===== src/rtl/matrix_op_sequencer_if.sv =====
// matrix_op_sequencer_if: instruction handshake, register-file and ALU signals of the sequencer
interface matrix_op_sequencer_if;
  logic         instr_valid_in;
  logic [15:0]  instr_in;
  logic         instr_ready_out;
  logic         busy_out;
  logic         done_out;
  logic         mem_rd_en_out;
  logic [3:0]   mem_rd_addr_out;
  logic [255:0] mem_rd_data_in;
  logic         mem_wr_en_out;
  logic [3:0]   mem_wr_addr_out;
  logic [255:0] mem_wr_data_out;
  logic [3:0]   alu_opcode_out;
  logic [255:0] alu_a_out;
  logic [255:0] alu_b_out;
  logic [255:0] alu_result_in;
  modport master (
    output instr_valid_in, instr_in, mem_rd_data_in, alu_result_in,
    input  instr_ready_out, busy_out, done_out, mem_rd_en_out, mem_rd_addr_out,
           mem_wr_en_out, mem_wr_addr_out, mem_wr_data_out, alu_opcode_out, alu_a_out, alu_b_out
  );
  modport slave (
    input  instr_valid_in, instr_in, mem_rd_data_in, alu_result_in,
    output instr_ready_out, busy_out, done_out, mem_rd_en_out, mem_rd_addr_out,
           mem_wr_en_out, mem_wr_addr_out, mem_wr_data_out, alu_opcode_out, alu_a_out, alu_b_out
  );
endinterface


===== src/rtl/matrix_op_sequencer.sv =====
// matrix_op_sequencer: fetches operands, runs the ALU for ALU_LATENCY cycles, writes the result back
module matrix_op_sequencer #(
  parameter int ALU_LATENCY = 1
) (
  input logic clk_in,
  input logic rst_in,
  matrix_op_sequencer_if.slave bus
);
  typedef enum logic [2:0] {IDLE, RD_A, RD_B, CAP, EXEC, WB} state_t;
  localparam logic [3:0] LAST = 4'(ALU_LATENCY - 1);
  state_t state, state_nx;
  logic [15:0] instr;
  logic [255:0] a, b, res;
  logic [3:0] cnt;
  logic nop, unary;
  assign nop = instr[15:12] == 4'd0;
  assign unary = instr[15:12] == 4'd5;
  always_ff @(posedge clk_in) state <= rst_in ? IDLE : state_nx;
  // read data arrives one cycle after its strobe, so A lands in RD_B (binary) or CAP (unary)
  always_ff @(posedge clk_in) begin
    if (rst_in) begin
      instr <= '0;
      a <= '0;
      b <= '0;
      res <= '0;
      cnt <= '0;
    end else begin
      if (state == IDLE && bus.instr_valid_in) instr <= bus.instr_in;
      if (state == RD_B || (state == CAP && unary)) a <= bus.mem_rd_data_in;
      if (state == CAP) b <= unary ? '0 : bus.mem_rd_data_in;
      cnt <= state == CAP ? LAST : state == EXEC ? cnt - 4'd1 : cnt;
      if (state == EXEC && cnt == 4'd0) res <= bus.alu_result_in;
    end
  end
  always_comb begin
    state_nx = state;
    bus.instr_ready_out = 1'b0;
    bus.busy_out = state != IDLE;
    bus.done_out = 1'b0;
    bus.mem_rd_en_out = 1'b0;
    bus.mem_rd_addr_out = '0;
    bus.mem_wr_en_out = 1'b0;
    bus.mem_wr_addr_out = '0;
    bus.mem_wr_data_out = '0;
    bus.alu_opcode_out = '0;
    bus.alu_a_out = '0;
    bus.alu_b_out = '0;
    case (state)
      IDLE: begin
        bus.instr_ready_out = 1'b1;
        if (bus.instr_valid_in) state_nx = bus.instr_in[15:12] == 4'd0 ? WB : RD_A;
      end
      RD_A: begin
        bus.mem_rd_en_out = 1'b1;
        bus.mem_rd_addr_out = instr[3:0];
        state_nx = unary ? CAP : RD_B;
      end
      RD_B: begin
        bus.mem_rd_en_out = 1'b1;
        bus.mem_rd_addr_out = instr[7:4];
        state_nx = CAP;
      end
      CAP: state_nx = EXEC;
      EXEC: begin
        bus.alu_opcode_out = instr[15:12];
        bus.alu_a_out = a;
        bus.alu_b_out = b;
        if (cnt == 4'd0) state_nx = WB;
      end
      WB: begin
        bus.done_out = 1'b1;
        bus.mem_wr_en_out = !nop;
        bus.mem_wr_addr_out = nop ? 4'd0 : instr[11:8];
        bus.mem_wr_data_out = nop ? '0 : res;
        state_nx = IDLE;
      end
      default: state_nx = IDLE;
    endcase
  end
endmodule


===== src/flat_wrapper.sv =====
// flat-port wrapper written by rule: the top's interface ports become plain ports
module matrix_op_sequencer_flat 
#(
  parameter int ALU_LATENCY = 1
)
  (clk_in, rst_in, bus_instr_valid_in, bus_instr_in, bus_mem_rd_data_in, bus_alu_result_in, bus_instr_ready_out, bus_busy_out, bus_done_out, bus_mem_rd_en_out, bus_mem_rd_addr_out, bus_mem_wr_en_out, bus_mem_wr_addr_out, bus_mem_wr_data_out, bus_alu_opcode_out, bus_alu_a_out, bus_alu_b_out);
  matrix_op_sequencer_if bus_i ();
  input logic clk_in;
  input logic rst_in;
  input wire logic [$bits(bus_i.instr_valid_in)-1:0] bus_instr_valid_in;
  input wire logic [$bits(bus_i.instr_in)-1:0] bus_instr_in;
  input wire logic [$bits(bus_i.mem_rd_data_in)-1:0] bus_mem_rd_data_in;
  input wire logic [$bits(bus_i.alu_result_in)-1:0] bus_alu_result_in;
  output wire logic [$bits(bus_i.instr_ready_out)-1:0] bus_instr_ready_out;
  output wire logic [$bits(bus_i.busy_out)-1:0] bus_busy_out;
  output wire logic [$bits(bus_i.done_out)-1:0] bus_done_out;
  output wire logic [$bits(bus_i.mem_rd_en_out)-1:0] bus_mem_rd_en_out;
  output wire logic [$bits(bus_i.mem_rd_addr_out)-1:0] bus_mem_rd_addr_out;
  output wire logic [$bits(bus_i.mem_wr_en_out)-1:0] bus_mem_wr_en_out;
  output wire logic [$bits(bus_i.mem_wr_addr_out)-1:0] bus_mem_wr_addr_out;
  output wire logic [$bits(bus_i.mem_wr_data_out)-1:0] bus_mem_wr_data_out;
  output wire logic [$bits(bus_i.alu_opcode_out)-1:0] bus_alu_opcode_out;
  output wire logic [$bits(bus_i.alu_a_out)-1:0] bus_alu_a_out;
  output wire logic [$bits(bus_i.alu_b_out)-1:0] bus_alu_b_out;
  assign bus_i.instr_valid_in = bus_instr_valid_in;
  assign bus_i.instr_in = bus_instr_in;
  assign bus_i.mem_rd_data_in = bus_mem_rd_data_in;
  assign bus_i.alu_result_in = bus_alu_result_in;
  assign bus_instr_ready_out = bus_i.instr_ready_out;
  assign bus_busy_out = bus_i.busy_out;
  assign bus_done_out = bus_i.done_out;
  assign bus_mem_rd_en_out = bus_i.mem_rd_en_out;
  assign bus_mem_rd_addr_out = bus_i.mem_rd_addr_out;
  assign bus_mem_wr_en_out = bus_i.mem_wr_en_out;
  assign bus_mem_wr_addr_out = bus_i.mem_wr_addr_out;
  assign bus_mem_wr_data_out = bus_i.mem_wr_data_out;
  assign bus_alu_opcode_out = bus_i.alu_opcode_out;
  assign bus_alu_a_out = bus_i.alu_a_out;
  assign bus_alu_b_out = bus_i.alu_b_out;
  matrix_op_sequencer #(.ALU_LATENCY(ALU_LATENCY)) u_core (.clk_in(clk_in), .rst_in(rst_in), .bus(bus_i));
endmodule

===== config.mk =====
export PLATFORM = sky130hd
export DESIGN_NAME = matrix_op_sequencer_flat
export DESIGN_NICKNAME = d
export VERILOG_FILES = /design/src/rtl/matrix_op_sequencer_if.sv /design/src/rtl/matrix_op_sequencer.sv /design/src/flat_wrapper.sv
export SDC_FILE = /design/constraint.sdc
export NUM_CORES = 2
export LEC_CHECK = 0
export ABC_AREA = 1
export CORE_AREA = 5 5 503 505
export CTS_CLUSTER_SIZE = 16
export DETAILED_ROUTE_END_ITERATION = 10
export DIE_AREA = 0 0 508 510
export GPL_ROUTABILITY_DRIVEN = 0
export PLACE_DENSITY = 0.45
export RECOVER_POWER = 50
export SYNTH_ARGS = -nofsm -noshare
export SYNTH_HDL_FRONTEND = slang
export SYNTH_SLANG_ARGS = --single-unit

===== constraint.sdc =====
create_clock -name clk_in -period 1.45 [get_ports clk_in]
set_clock_uncertainty 0.05 [all_clocks]
set_input_delay 0.145 -clock clk_in [delete_from_list [all_inputs] [get_ports clk_in]]
set_output_delay 0.145 -clock clk_in [all_outputs]
set_load 0.01 [all_outputs]

* Yosys cells after proc, flatten, opt, wreduce, memory -nomap -nowiden
Index checks and enable logic that the tools add are counted.
** Operators by class
- $add $sub $neg :: 1
- Mux-type cells :: 18
- Equal/unequal tests :: 8
- Reductions and logical operators :: 13
** Operator list (number)
- 256-bit two-way mux :: 5
- 3-bit one-hot mux with 5 select lines :: 1
- 4-bit zero test :: 3
- 4-bit two-way mux :: 3
- 3-bit two-way mux :: 3
- 4-bit one-hot mux with 2 select lines :: 1
- 3-bit by 2-bit equality test with 1-bit output, second input constant :: 2
- 3-bit equality test, second input constant :: 2
- 1-bit two-way mux :: 5
- 4-bit by 3-bit equality test with 1-bit output, second input constant :: 1
- 2-bit inequality test, second input constant :: 2
- 2-bit OR reduction :: 2
- 4-bit by 1-bit subtractor with 4-bit output, second input constant :: 1
- 3-bit by 1-bit equality test with 1-bit output, second input constant :: 1
- 1-bit logical AND :: 3
- 3-bit zero test :: 1
- 3-bit nonzero test :: 1
- 2-bit AND reduction :: 1
- 1-bit zero test :: 1
- 1-bit logical OR :: 1
** Storage, ports and cells
- Bits in registers :: 791
- Word-level logic and storage cells :: 46

* Depth between registers and ports, before layout
- Depth in word-level cells :: 4
- Gate-level depth with buffers :: 9
- Depth with buffers taken out :: 7

* Worst setup path before layout
Ideal clock, no wire load.
- Path kind :: register to output
- Start point :: register u_core.state[2]
- End point :: output port bus_mem_wr_data_out[246]
- Slack :: -0.201 ns
- Stages on the path, launching flop included :: 8
- Data arrival time :: 1.456 ns
- Cell sequence :: dfxtp_1 > buf_2 > nand2_1 > nor2_1 > nand2_1 > buf_2 > buf_2 > nor2_1
** On the way
- Word-level cells in the longest chain between the ends :: 2
** Ends and longest elaborated chain
- start: declaration :: line matrix_op_sequencer.sv:11 : state_t state, state_nx;
- start signal: assignment :: line matrix_op_sequencer.sv:18 : always_ff @(posedge clk_in) state <= rst_in ? IDLE : state_nx;
- 3-bit equality test :: line matrix_op_sequencer.sv:48 : case (state)
- 256-bit two-way mux :: line matrix_op_sequencer.sv:48
- end: declaration :: line flat_wrapper.sv:21 : output wire logic [$bits(bus_i.mem_wr_data_out)-1:0] bus_mem_wr_data_out;
No other way between the ends.

* Final worst setup path
- Start point :: register u_core.state[0]
- End point :: output port bus_alu_b_out[180]
** On the way
- Word-level cells in the longest chain between the ends :: 2
** Ends and longest elaborated chain
- 3-bit equality test :: line matrix_op_sequencer.sv:48
- 256-bit two-way mux :: line matrix_op_sequencer.sv:48
- end: declaration :: line flat_wrapper.sv:24 : output wire logic [$bits(bus_i.alu_b_out)-1:0] bus_alu_b_out;
No other way between the ends.

==> impl_metrics.env <==
export IMPL_min_path_type="in2reg"
export IMPL_numPortBuffers=1315
export IMPL_final_seq_area_um2=15800
export IMPL_drc_violation_total_after_the_first_tritonroute_iteration=2374
export IMPL_timing_max_transition_violations_final=0
export IMPL_flops_latches_synth=791
export IMPL_insertion_delay_ns=0.71
export IMPL_post_route_drc_count=0
export IMPL_status="finished, violations left"
export IMPL_timing_critical_path_fanout_max=21
export IMPL_path_class="reg2out"
export IMPL_cp_top_family="buffers and inverters"
export IMPL_critical_path_max_stage_delay_ns=0.53
export IMPL_fp_row_count=183
export IMPL_timing_critical_path_buf_inv=4
export IMPL_final_hold_worst_slack_ns=0.104
export IMPL_timing_hold_violations_final=0
export IMPL_floorplan_io_pins=1316
export IMPL_vias_per_cell=3.78
export IMPL_worstSetupStartpointType="register"
export IMPL_drt_wirelength_per_cell_um=19.6
export IMPL_grt_pass1_wl_mm=281
export IMPL_timing_setup_tns_ns=-1314.57
export IMPL_power_per_cell_area_nw_per_um2=947
export IMPL_synth_seq_area_share_pct=46.2
export IMPL_synthToLayoutAreaGrowth_pct=84.4
export IMPL_timing_final_crit_share_pct=192
export IMPL_synth_edf_count=0
export IMPL_globalRouteOverflowTotal=0
export IMPL_async_flop_share_pct=0
export IMPL_maximum_number_of_pins_on_one_net_before_global_route_repair=68
export IMPL_dieWidth_um=508
export IMPL_critPathSlowestCell="sky130_fd_sc_hd__clkdlybuf4s50_1"
export IMPL_timing_critical_path_to_type="output port"
export IMPL_synthesis_instances=5149
export IMPL_max_cap_violations=0
export IMPL_clock_tree_htree_level_count=3
export IMPL_floorplan_initialDensity_pct=13.8
export IMPL_required_ns=1.25
export IMPL_critical_path_cell_chain="nor2_4 -> nand2_8 -> buf_12 -> buf_12 -> nor2_2 -> buf_4 -> clkdlybuf4s50_1"
export IMPL_final_cells=10548
export IMPL_syn_cell_area_um2=34300
export IMPL_layout_nets=7651
export IMPL_floorplan_die_height_um=510
export IMPL_max_clock_freq_mhz=359
export IMPL_drive_gt1_share_pct=15.0
export IMPL_grt_util_overall_pct=14.8
export IMPL_synth_ff_type="sky130_fd_sc_hd__dfxtp_1"
export IMPL_crit_path_frequent_cell="sky130_fd_sc_hd__buf_12"
export IMPL_crit_arrival_ns=2.59
export IMPL_path_clk_slew_ns=0.06
export IMPL_clock_path_buffers=3
export IMPL_numCtsBuffers=99
export IMPL_dpl_hpwl_mm=162
export IMPL_timing_final_setup_violations=1574
export IMPL_clockRootBuffer="sky130_fd_sc_hd__clkbuf_16"
export IMPL_setup_ws_ns=-1.34
export IMPL_design_die_area_um2=259000
export IMPL_rsz0062_at_grt="true"
export IMPL_ys_warnings_count=0
export IMPL_max_vdd_ir_drop_v=0.000831
export IMPL_grt_antenna_before_repair=53
export IMPL_first_global_vias=39508
export IMPL_synth_avg_cell_area_um2=6.66
export IMPL_failed_checks="negative setup slack"
export IMPL_p_leak_uw=0.0266
export IMPL_syn_nets=5681
export IMPL_vias=39911
export IMPL_placed_cells=9766
export IMPL_cts_sink_count=791
export IMPL_multi_input_area_um2=13300
export IMPL_filler_cell_count=27331
export IMPL_post_route_util_pct=25.5
export IMPL_drt_pre_antenna_iters=5
export IMPL_cts_tree="built"
export IMPL_relSlewSlack_pct=64.6
export IMPL_antenna_violating_nets_post_route=0
export IMPL_slew_at_the_pin_closest_to_its_max_slew_limit_ns=0.529
export IMPL_core_um2=248000
export IMPL_min_period_ns=2.79
export IMPL_synth_distinct_cells=26
export IMPL_finalWirelength_mm=207
[metrics by stage]
step	instance area, um2	power [uW]	setup slack, ns
finish	63200	59900	-1.34
global route	63200	62600	-1.46
CTS	62800	60700	-1.48
detailed placement	53800	32500	-0.748
global placement	53800	32400	-0.798
floorplan	34400	28100	-0.0187
[sequential cells by signal, summed over array words and instances, names as in the netlist]
signal	flops
u_core.a	256
u_core.b	256
u_core.res	256
u_core.instr	16
u_core.cnt	4
u_core.state	3
[worst paths after layout]
kind | startpoint | endpoint | slack, ns | cells after the start
setup / recovery | u_core.state[0]$_SDFFE_PP0P_ | bus_alu_b_out[180] | -1.34 | 7
hold / removal | bus_instr_in[8] | u_core.instr[8]$_SDFFE_PP0P_ | 0.10 | 3
setup reg to reg | u_core.state[0]$_SDFFE_PP0P_ | u_core.res[59]$_SDFFE_PP0P_ | -0.93 | 12
hold reg to reg | u_core.instr[5]$_SDFFE_PP0P_ | u_core.instr[5]$_SDFFE_PP0P_ | 0.41 | 2
[power by group]
group	total, uW	switching, uW	internal, uW	leakage, uW
Clock	26300	10800	15500	0.00167
Sequential	23600	445	23100	0.00642
Combinational	9940	5250	4690	0.0185
[cells in the final DEF (no fill, tap or decap), types with 11 or more instances in the layout]
master / count
sky130_fd_sc_hd__nor2_4: 32
sky130_fd_sc_hd__dfxtp_1: 788
sky130_fd_sc_hd__a21oi_1: 275
sky130_fd_sc_hd__buf_6: 31
sky130_fd_sc_hd__clkbuf_16: 106
sky130_fd_sc_hd__nand3_1: 276
sky130_fd_sc_hd__buf_4: 357
sky130_fd_sc_hd__o22ai_1: 259
sky130_fd_sc_hd__clkbuf_1: 14
sky130_fd_sc_hd__clkinv_2: 16
sky130_fd_sc_hd__clkdlybuf4s15_2: 21
sky130_fd_sc_hd__buf_12: 126
sky130_fd_sc_hd__nor2_2: 105
sky130_fd_sc_hd__clkdlybuf4s50_1: 960
sky130_fd_sc_hd__clkbuf_2: 52
sky130_fd_sc_hd__o21ai_0: 253
sky130_fd_sc_hd__nand2_1: 283
sky130_fd_sc_hd__buf_2: 144
sky130_fd_sc_hd__dlygate4sd3_1: 482
sky130_fd_sc_hd__dlymetal6s2s_1: 32
sky130_fd_sc_hd__bufinv_16: 11
sky130_fd_sc_hd__diode_2: 25
sky130_fd_sc_hd__nor2_1: 1425
sky130_fd_sc_hd__buf_16: 19
sky130_fd_sc_hd__clkbuf_8: 20
sky130_fd_sc_hd__inv_1: 1050
[worst register-to-register path: stages, from the launching register on]
cell                      delay [ns]
sky130_fd_sc_hd__dfxtp_4        0.36
sky130_fd_sc_hd__nor2_4         0.17
sky130_fd_sc_hd__nand2_8        0.13
sky130_fd_sc_hd__buf_16         0.19
sky130_fd_sc_hd__buf_4          0.19
sky130_fd_sc_hd__buf_4          0.16
sky130_fd_sc_hd__nor2_4         0.14
sky130_fd_sc_hd__buf_12         0.15
sky130_fd_sc_hd__inv_8          0.06
sky130_fd_sc_hd__buf_12         0.16
sky130_fd_sc_hd__buf_12         0.22
sky130_fd_sc_hd__nor2_1         0.22
sky130_fd_sc_hd__nor2_1         0.08
[layer usage]
| metal | up-vias | part of all wire [%] | wire length, um | GRT usage [%] |
|---|---|---|---|---|
| met4 | 24 | 5.8 | 12000 | 7.96 |
| met1 | 18477 | 39 | 80500 | 16.6 |
| li1 | 19565 | - | - | - |
| met5 | - | 0.066 | 137 | 0 |
| met3 | 348 | 7.0 | 14500 | 3.93 |
| met2 | 1497 | 48 | 99900 | 25.5 |
[cells in the mapped netlist (all sizes together), types with 2 or more instances]
cell    number  area, um2
a21oi      275       1380
buf        241       1260
clkbuf     133        499
dfxtp      791      15800
inv       1055       3960
nand2      287       1090
nand3      281       1420
nor2      1562       5890
nor3         2       10.0
o21ai      259       1300
o22ai      259       1620
[logic make-up (layout without fill, tap and decap cells)]
logic type,after synthesis,in the layout,share of synthesized area (%)
AO/OA/AOI/OAI,794,794,12.5
adder cells (fa/ha/maj),1,1,0.0365
buffers and inverters,1429,3470,16.7
flip-flops,791,791,46.2
other,0,25,0
AND/OR/NAND/NOR,2134,2137,24.6
[area by class of cell]
cell class	instances	area share, %
well taps	3330	6.59
inverters	1055	6.30
diodes	25	0.0989
multi-input cells	2932	21.1
clock inverters	42	0.950
repair buffers	2240	35.5
clock buffers	133	4.44
flip-flops and latches	791	25.1
[what timing repair did]
action / CTS / global route
endpoints found under the setup margin: 1575 / 1575
hold buffers: 482 / 0
buffers inserted: 30 / 42
pin swaps: 7 / 4
gates cloned: 15 / 14
gates resized for setup: 590 / 470
hold endpoints to repair: 704 / 0
Note: power is estimated with default switching activity, not from simulation.
